==> config.mk <==
export PLATFORM = sky130hd
export DESIGN_NAME = fft_bitrev_reorder
export DESIGN_NICKNAME = d
export VERILOG_FILES = /design/src/rtl/fft_pkg.sv /design/src/rtl/fft_pingpong_bank.sv /design/src/rtl/fft_bitrev_reorder.sv
export SDC_FILE = /design/constraint.sdc
export NUM_CORES = 1
export LEC_CHECK = 0
export CORE_MARGIN = 2
export CORE_UTILIZATION = 28
export DETAILED_ROUTE_END_ITERATION = 16
export GPL_TIMING_DRIVEN = 0
export PLACE_DENSITY = 0.55
export SLEW_MARGIN = 10
export SYNTH_ARGS = -nofsm -noshare
export SYNTH_HDL_FRONTEND = slang
export SYNTH_SLANG_ARGS = --single-unit
==> constraint.sdc <==
create_clock -name clk -period 6 [get_ports clk]
set_clock_uncertainty 0.2 [all_clocks]
set_input_delay 1.2 -clock clk [delete_from_list [all_inputs] [get_ports clk]]
set_output_delay 1.2 -clock clk [all_outputs]
set_load 0.05 [all_outputs]
==> src/rtl/fft_pkg.sv <==
// Shared helpers for the FFT output reorder path: frame length and bit reversal.
// Pure functions and constants only; no state.
// Backpressure: not applicable.
package fft_pkg;

    localparam int POW_MAX = 10;

    function automatic int frame_len(input int pow);
        return 1 << pow;
    endfunction

    // Reverse the low 'pow' bits of value; bits at and above 'pow' come back as zero.
    function automatic logic [POW_MAX-1:0] bitrev(input logic [POW_MAX-1:0] value, input int pow);
        logic [POW_MAX-1:0] rev;
        rev = {<<{value}};
        return rev >> (POW_MAX - pow);
    endfunction

endpackage

==> src/rtl/fft_pingpong_bank.sv <==
// Two-bank sample store: one synchronous write port, one combinational read port.
// Latency: write visible on the read port the cycle after the write edge.
// Backpressure: none; the caller decides when to write and which bank to read.
module fft_pingpong_bank #(
    parameter int W  = 34,
    parameter int AW = 3
) (
    input  logic          clk,
    input  logic          we,
    input  logic          wr_bank,
    input  logic [AW-1:0] wr_addr,
    input  logic [W-1:0]  wr_dat,
    input  logic          rd_bank,
    input  logic [AW-1:0] rd_addr,
    output logic [W-1:0]  rd_dat
);

    logic [W-1:0] mem [2][1<<AW];

    // Contents are deliberately left unreset; full flags in the parent gate their use.
    always_ff @(posedge clk) begin
        if (we) begin
            mem[wr_bank][wr_addr] <= wr_dat;
        end
    end

    assign rd_dat = mem[rd_bank][rd_addr];

endmodule

==> src/rtl/fft_bitrev_reorder.sv <==
// Reorders bit-reversed FFT frames into natural bin order via a ping-pong store.
// Latency: last input sample written at edge t -> out_valid in the cycle after t (read bank idle).
// Backpressure: valid/ready on output; input cannot stall, so whole frames are dropped and ovf flags it.
module fft_bitrev_reorder
    import fft_pkg::*;
#(
    parameter int DATA_WIDTH = 17,
    parameter int POW        = 3
) (
    input  logic                         clk,
    input  logic                         rst_n,
    input  logic                         in_valid,
    input  logic                         in_sop,
    input  logic signed [DATA_WIDTH-1:0] in_r,
    input  logic signed [DATA_WIDTH-1:0] in_i,
    input  logic                         out_ready,
    output logic                         out_valid,
    output logic signed [DATA_WIDTH-1:0] out_r,
    output logic signed [DATA_WIDTH-1:0] out_i,
    output logic [POW-1:0]               out_idx,
    output logic                         out_sop,
    output logic                         out_eop,
    output logic                         ovf,
    input  logic                         ovf_clr
);

    typedef struct packed {
        logic signed [DATA_WIDTH-1:0] r;
        logic signed [DATA_WIDTH-1:0] i;
    } sample_t;

    localparam int              N    = frame_len(POW);
    localparam logic [POW-1:0]  LAST = POW'(N - 1);

    logic [1:0]     full, full_nxt;
    logic           wr_bank, rd_bank, drop;
    logic [POW-1:0] wr_cnt, rd_cnt, wr_eff, wr_addr;
    logic           frame_start, eff_drop, we, wr_done, rd_xfer, rd_done;
    sample_t        wr_s, rd_s;

    // in_sop realigns to index 0, which also re-runs the drop decision for this frame.
    always_comb begin
        wr_eff      = (in_valid && in_sop) ? '0 : wr_cnt;
        frame_start = in_valid && (wr_eff == '0);
        eff_drop    = (wr_eff == '0) ? full[wr_bank] : drop;
        we          = in_valid && !eff_drop;
        wr_done     = we && (wr_eff == LAST);
        rd_xfer     = out_valid && out_ready;
        rd_done     = rd_xfer && (rd_cnt == LAST);
        wr_addr     = POW'(bitrev(POW_MAX'(wr_eff), POW));
        wr_s        = '{r: in_r, i: in_i};
    end

    // Write and read completions always target different banks, so both apply.
    always_comb begin
        full_nxt = full;
        if (rd_done) full_nxt[rd_bank] = 1'b0;
        if (wr_done) full_nxt[wr_bank] = 1'b1;
    end

    always_ff @(posedge clk or negedge rst_n) begin
        if (!rst_n) begin
            full    <= '0;
            wr_bank <= 1'b0;
            wr_cnt  <= '0;
            drop    <= 1'b0;
            rd_bank <= 1'b0;
            rd_cnt  <= '0;
            ovf     <= 1'b0;
        end else begin
            full <= full_nxt;
            if (in_valid) begin
                wr_cnt <= (wr_eff == LAST) ? '0 : wr_eff + 1'b1;
                drop   <= eff_drop && (wr_eff != LAST);
                if (wr_done) wr_bank <= ~wr_bank;
            end
            if (frame_start && full[wr_bank]) begin
                ovf <= 1'b1;
            end else if (ovf_clr) begin
                ovf <= 1'b0;
            end
            if (rd_xfer) begin
                rd_cnt <= rd_done ? '0 : rd_cnt + 1'b1;
                if (rd_done) rd_bank <= ~rd_bank;
            end
        end
    end

    fft_pingpong_bank #(
        .W  (2 * DATA_WIDTH),
        .AW (POW)
    ) u_bank (
        .clk     (clk),
        .we      (we),
        .wr_bank (wr_bank),
        .wr_addr (wr_addr),
        .wr_dat  (wr_s),
        .rd_bank (rd_bank),
        .rd_addr (rd_cnt),
        .rd_dat  (rd_s)
    );

    assign out_valid = full[rd_bank];
    assign out_r     = rd_s.r;
    assign out_i     = rd_s.i;
    assign out_idx   = rd_cnt;
    assign out_sop   = out_valid && (rd_cnt == '0);
    assign out_eop   = out_valid && (rd_cnt == LAST);

endmodule

=== After elaboration in Yosys (flattened, before gate mapping) ===
Memories as Yosys holds them, arrays and structs flattened.
Index checks and enable logic that the tools add are counted.
W data, S select, Z words.

* Shifts and indexed selects: 0
* Multiplexer cells: 23
* Reduce and logical (&&, ||, !) cells: 19
* Bitwise logic cells: 7
* Order comparisons: 7
* Equal/unequal tests: 3
* Div/mod/pow operators: 0
* $add $sub $neg: 2
* Multiply operators: 0

{| class="wikitable"
|+ Operator list
! operator !! number
|-
| $mux W272 || 1
|-
| $bmux W34 S3 || 1
|-
| $demux W34 S3 || 1
|-
| $mux W34 || 3
|-
| $logic_and A1 B1 Y1 || 13
|-
| $mux W1 || 10
|-
| $mux W3 || 3
|-
| $ge A4 B4 Y1 const B || 2
|-
| $not A3 Y4 || 2
|-
| $add A3 B1 Y3 const B || 2
|-
| $eq A3 B3 Y1 const B || 2
|-
| $logic_not A3 Y1 || 2
|-
| $lt A1 B2 Y1 const B || 2
|-
| $lt A4 B1 Y1 const B || 1
|-
| $mux W2 || 2
|-
| $reduce_and A2 Y1 || 2
|-
| $ne A3 B3 Y1 const B || 1
|-
| $and A2 B2 Y2 || 1
|-
| $demux W1 S1 || 2
|-
| $ge A1 B1 Y1 const B || 2
|-
| $not A1 Y1 || 2
|-
| $not A2 Y2 || 1
|-
| $or A2 B2 Y2 || 1
|-
| $reduce_bool A2 Y1 || 1
|-
| $logic_not A1 Y1 || 1
|}

* Register bits after elaboration: 12
* RAM bits: 544
* Input bits: 40
* Word-level logic and storage cells: 69
* Output and inout bits: 41
* Bits in latches: 0
* Memories kept: 1
* Bits in read-only memories: 0

{| class="wikitable"
|+ Memory list
! name !! words !! bits a word !! rd ports !! clocked after memory_dff !! write ports !! line !! RTL
|-
| u_bank.mem || 2 || 272 || 1 || 0 || 1 || fft_pingpong_bank.sv:18 || <nowiki>logic [W-1:0] mem [2][1<<AW];</nowiki>
|}

=== Logic depth before layout (Yosys ltp) ===
* Depth in word-level cells: 9
* Mapped depth: 9
* Mapped depth without buffers: 8

=== Cells and area by module ===
From an unflattened synthesis, not the netlist that was laid out.

* Cells, all modules: 931
* Area, all modules: 21156.5 um^2

{| class="wikitable"
|+ By module, submodules not included
! module !! times used !! area each (um^2) !! cells each
|-
| fft_pingpong_bank || 1 || 20418.3 || 859
|-
| fft_bitrev_reorder || 1 || 738.2 || 72
|}

=== Worst setup path after synthesis ===
Ideal clock, no wire load.

* Path kind: input-to-reg
* Start point: input in_valid
* End point: memory u_bank.mem[0][204] (netlist name), enable pin
* Setup slack: 0.010 ns
* Stages: 6
* Buffers on the path: 1
* Required time: 5.290 ns
* Data arrival time: 5.279 ns
* Cell sequence: clkbuf_1 nand2_1 nand2_1 ha_1 inv_1 nor4_1

* Cells in the longest elaborated chain, start to end: 8
* Elaborated cells on any way between the ends: 14
* Classes of those cells: order compare: 2; mux: 6; bitwise: 1; reduce/logical: 5

{| class="wikitable"
|+ Ends and longest elaborated chain
! what !! line !! RTL
|-
| start: declaration || fft_bitrev_reorder.sv:12 || <nowiki>input logic in_valid,</nowiki>
|-
| $logic_and A1 B1 Y1 || fft_bitrev_reorder.sv:43 || <nowiki>wr_eff = (in_valid && in_sop) ? '0 : wr_cnt;</nowiki>
|-
| $mux W3 || fft_bitrev_reorder.sv:43 ||
|-
| $not A3 Y4 (not written as such) or $logic_not A3 Y1 (tied branches) || fft_pingpong_bank.sv:23, fft_bitrev_reorder.sv:45 ||
|-
| $ge A4 B4 Y1 (not written as such), or another cell as far along || fft_pingpong_bank.sv:23 || <nowiki>mem[wr_bank][wr_addr] <= wr_dat;</nowiki>
|-
| $logic_and A1 B1 Y1 (not written as such) or $logic_not A1 Y1 (tied branches) || fft_pingpong_bank.sv:23, fft_bitrev_reorder.sv:46 ||
|-
| $mux W34 (not written as such) or $logic_and A1 B1 Y1 (tied branches) || fft_pingpong_bank.sv:23, fft_bitrev_reorder.sv:46 ||
|-
| $demux W34 S3 or $mux W1 (tied branches) || fft_pingpong_bank.sv:23, fft_pingpong_bank.sv:22 ||
|-
| $mux W272 (not written as such) * || fft_pingpong_bank.sv:23 ||
|-
| end: declaration || fft_pingpong_bank.sv:18 ||
|}

Every way passes the cells marked *; elsewhere a longest branch is shown, timed or not.

=== Final worst setup path ===
* Start point: register rd_cnt[0], in the netlist out_idx[0]
* End point: output out_i[16]

* Cells in the longest elaborated chain, start to end: 4

{| class="wikitable"
|+ Ends and longest elaborated chain
! what !! line !! RTL
|-
| start: declaration || fft_bitrev_reorder.sv:37 || <nowiki>logic [POW-1:0] wr_cnt, rd_cnt, wr_eff, wr_addr;</nowiki>
|-
| start signal: assignment || fft_bitrev_reorder.sv:83 || <nowiki>rd_cnt <= rd_done ? '0 : rd_cnt + 1'b1;</nowiki>
|-
| $not A3 Y4 (not written as such) || fft_pingpong_bank.sv:27 || <nowiki>assign rd_dat = mem[rd_bank][rd_addr];</nowiki>
|-
| $bmux W34 S3 || fft_pingpong_bank.sv:27 ||
|-
| $mux W34 (not written as such) (2 in series) || fft_pingpong_bank.sv:27 ||
|-
| end: declaration || fft_bitrev_reorder.sv:19 || <nowiki>output logic signed [DATA_WIDTH-1:0] out_i,</nowiki>
|}

Every way passes these cells. The select of a mux whose other input is x is not followed.

==> results.yml <==
run_status:
  run_status: "completed"
clock_tree:
  postCtsHoldBufs: 0
  clock_insertion_delay_worst_skew_ns: 0.60
  clock-root-buffer: "sky130_fd_sc_hd__clkbuf_16"
  cts_made_buffers: 54
  post_cts.resized_instances: 0
  ctsLongestPathBuffers: 3
  clock_sinks: 556
  tritoncts: "done"
  number_of_h_tree_branching_levels: 2
  clk_pin_slew_worst_paths_ns: 0.06
  cts_setup_buffers: 0
finish:
  final_core_utilization_pct: 33.8
  num-nets-final: 1154
  antenna_cells_inserted: 0
  post_route_cells_drive_above_1_share_pct: 20.8
  flow.area_growth_from_synthesis_pct: 19.6
place:
  place_ws_ns: 1.07
  port_buffers: 80
  dp.final_hpwl_mm: 31.9
  gp_routability_congestion: 0.724
logic_synthesis:
  syn_inst: 933
  synth_seq_cells: 556
  yosysUniqueCellTypes: 37
  netlist.top_cell.by_area: "sky130_fd_sc_hd__edfxtp_1"
  syn-num-nets: 982
  synth_largest_type_area_fraction_pct: 76.3
  post_synth_main_area_contributors: "sky130_fd_sc_hd__edfxtp_1 76%, sky130_fd_sc_hd__mux4_2 9.8%, sky130_fd_sc_hd__mux4_1 5.3%, sky130_fd_sc_hd__a22oi_1 2.4%, sky130_fd_sc_hd__dfrtp_1 1.4%"
  avgSynthCellArea_um2: 23.0
  synth.cell_area_mm2: 0.0214
  synth_seq_area_share_pct: 77.7
  synth-warning-count: 0
timing:
  least_setup_slack_across_all_paths_after_layout_ns: 0.675
  grt_setup_unrepaired: "no"
  fmaxAchievable_mhz: 188
  fin_tns_setup_ns: 0
  finalHoldViolCount: 0
  timing.final.setup_violations: 0
  final_period_utilization_pct: 88.8
  period_minus_slack_ns: 5.33
  max_slew.worst_pin.slew_ns: 0.927
  report.final.slew_viol_count: 0
  slew_headroom_pct: 38.2
pwr:
  power_switching_uw: 3630
  fin_total_pwr_uw: 11200
  p_int_uw: 7600
  power.share.combinational_pct: 31.1
  pwr_density_cell_mw_per_mm2: 439
  power.clock.fraction_pct: 28.1
  sequentialPowerShare_pct: 40.8
  power.static_leakage_uw: 0.00801
  peakVddDrop_v: 0.000267
  power.switching_fraction_pct: 32.3
floorplanning:
  rows: 101
  die_area_mm2: 0.0787
  chipWidth_um: 281
  start_util_pct: 28.2
  num_ports: 81
  die_h_um: 281
  placeableCoreArea_mm2: 0.0758
worst_setup_path:
  critical-path-slowest-cell: "sky130_fd_sc_hd__buf_1"
  worst-endpoint-required_ns: 4.60
  cp_max_fo: 10
  crit_path_cell_trace: "buf_2 -> buf_1 -> mux4_2 -> a22oi_1 -> nand2_1 -> clkdlybuf4s50_1"
  timing.critical_path.from_type: "flop"
  worstSetupEndpointType: "primary output"
  critical-path-max-stage-delay_ns: 0.73
  regToRegSetupSlack_ns: 2.87
  data_arrival_at_the_endpoint_of_the_critical_path_ns: 3.93
  worstSetupPathType: "reg2out"
hold_path:
  hp-class: "reg2reg"
routing:
  highest_layer: "met5"
  vias: 9872
  drt_drc_violations_left: 0
  drtPass1Iterations: 4
  wl_met2_mm: 24.4
  ant_nets: 0
  met3_wl_post_dr_mm: 1.96
  vias_per_cell: 4.67
  drt_iter0_markers: 670
  routed_wl_mm: 47.9
  detail_route.wirelength.met1_mm: 20.6
  routed_wire_length_per_instance_um: 22.7
global_route:
  first_global_vias: 10600
  grt_first_pass_wirelength_mm: 70.9
  antenna_found_initial: 2
  global_route.overflow_total: 0
  grt.total_usage_pct: 12.3
  grt_start_max_net_pins: 26
run:
  drv_cap: 0
==> sequential cells by signal, indices dropped and copies added (netlist names) <==
signal / flops
drop: 1
u_bank.mem: 544
rd_bank: 1
full: 2
wr_cnt: 3
ovf: 1
wr_bank: 1
out_idx: 3
==> critical path, delay by kind of cell, from the launching register on <==
kind / cells / cell delay, ns
buffers and inverters: 3 / 1.85
DFF: 1 / 0.65
muxes: 1 / 0.42
AOI/OAI and AO/OA: 1 / 0.24
and+or+nand+nor: 1 / 0.15
==> path summary, 6_finish.rpt <==
check | startpoint | cells past startpoint | end
setup / recovery | out_idx[0] | 6 | out_i[16]
hold / removal | wr_cnt[1] | 1 | wr_cnt[1]
setup reg to reg | wr_cnt[0] | 7 | u_bank.mem[0][118]
hold reg to reg | wr_cnt[1] | 1 | wr_cnt[1]
max in group asynchronous | rst_n | 1 | out_idx[1]
min in group asynchronous | rst_n | 1 | wr_cnt[0]
==> area by class of cell <==
class	instances	area, um2
plain buffers	48	379
clock buffers	67	1420
clock inverters	21	176
fillers	7099	50200
inverters	13	48.8
multi-input cells	316	4430
flip-flops and latches	556	16600
well taps	978	1220
repair buffers	116	1290
==> cells by family after synthesis <==
group,synth area share (%)
AO/OA/AOI/OAI,2.84
XOR/XNOR,0.0409
flip-flops,77.7
multiplexers,15.2
buffers and inverters,2.00
AND/OR/NAND/NOR,1.67
adder cells (fa/ha/maj),0.526
==> per-layer routing <==
layer  vias to the layer above  track usage [%]
met4                         4             3.44
met1                      5286             15.9
met2                       180             21.2
met3                        68             2.18
li1                       4334                -
met5                         -                0
==> through the flow <==
| step | cells | area [um2] | hold WS (ns) |
|---|---|---|---|
| finish | 2115 | 25600 | 0.308 |
| global route | 2115 | 25600 | 0.359 |
| CTS | 2115 | 25600 | 0.310 |
| detailed placement | 2027 | 24000 | 0.295 |
| global placement | 1991 | 23400 | 0.291 |
| floorplan | 933 | 21400 | 0.278 |
==> cell usage in the layout (no fill, tap or decap), types with 8 or more instances in the layout <==
master	Yosys	routed
sky130_fd_sc_hd__clkbuf_1	24	36
sky130_fd_sc_hd__edfxtp_1	544	544
sky130_fd_sc_hd__nor2_1	15	8
sky130_fd_sc_hd__a22oi_1	68	68
sky130_fd_sc_hd__ha_1	9	9
sky130_fd_sc_hd__buf_2	7	9
sky130_fd_sc_hd__nand2_1	46	46
sky130_fd_sc_hd__dfrtp_1	12	12
sky130_fd_sc_hd__clkbuf_16	0	55
sky130_fd_sc_hd__inv_1	10	10
sky130_fd_sc_hd__mux4_1	43	43
sky130_fd_sc_hd__clkinv_1	0	8
sky130_fd_sc_hd__clkinv_2	0	8
sky130_fd_sc_hd__buf_4	0	15
sky130_fd_sc_hd__mux4_2	93	93
sky130_fd_sc_hd__clkdlybuf4s50_1	0	80
sky130_fd_sc_hd__buf_12	11	21
==> power by group through the flow <==
stage               Combinational, uW  Clock (uW)  Sequential (uW)
finish                           3500        3150             4580
global route                     3740        3360             4600
CTS                              3600        3230             4590
detailed placement               3590           0             4670
global placement                 3490           0             4680
floorplan                        2230           0             4680
==> synthesized netlist by cell type <==
master / count
sky130_fd_sc_hd__a21bo_1: 1
sky130_fd_sc_hd__a21o_1: 2
sky130_fd_sc_hd__a21oi_1: 3
sky130_fd_sc_hd__a22oi_1: 68
sky130_fd_sc_hd__a41o_1: 1
sky130_fd_sc_hd__and2_1: 5
sky130_fd_sc_hd__and3_1: 2
sky130_fd_sc_hd__buf_1: 4
sky130_fd_sc_hd__buf_12: 11
sky130_fd_sc_hd__buf_2: 7
sky130_fd_sc_hd__buf_6: 1
sky130_fd_sc_hd__clkbuf_1: 24
sky130_fd_sc_hd__clkbuf_4: 1
sky130_fd_sc_hd__dfrtp_1: 12
sky130_fd_sc_hd__edfxtp_1: 544
sky130_fd_sc_hd__ha_1: 9
sky130_fd_sc_hd__inv_1: 10
sky130_fd_sc_hd__inv_2: 3
sky130_fd_sc_hd__mux2_2: 1
sky130_fd_sc_hd__mux2i_1: 3
sky130_fd_sc_hd__mux4_1: 43
sky130_fd_sc_hd__mux4_2: 93
sky130_fd_sc_hd__nand2_1: 46
sky130_fd_sc_hd__nand3_1: 3
sky130_fd_sc_hd__nand4_1: 3
sky130_fd_sc_hd__nor2_1: 15
sky130_fd_sc_hd__nor2b_1: 1
sky130_fd_sc_hd__nor3_1: 5
sky130_fd_sc_hd__nor3b_1: 1
sky130_fd_sc_hd__nor4_1: 1
sky130_fd_sc_hd__o211ai_1: 1
sky130_fd_sc_hd__o21ai_0: 2
sky130_fd_sc_hd__o21ai_1: 3
sky130_fd_sc_hd__o22ai_1: 1
sky130_fd_sc_hd__o41ai_1: 1
sky130_fd_sc_hd__or3_1: 1
sky130_fd_sc_hd__xor2_1: 1
(Power assumes the default switching activity.)
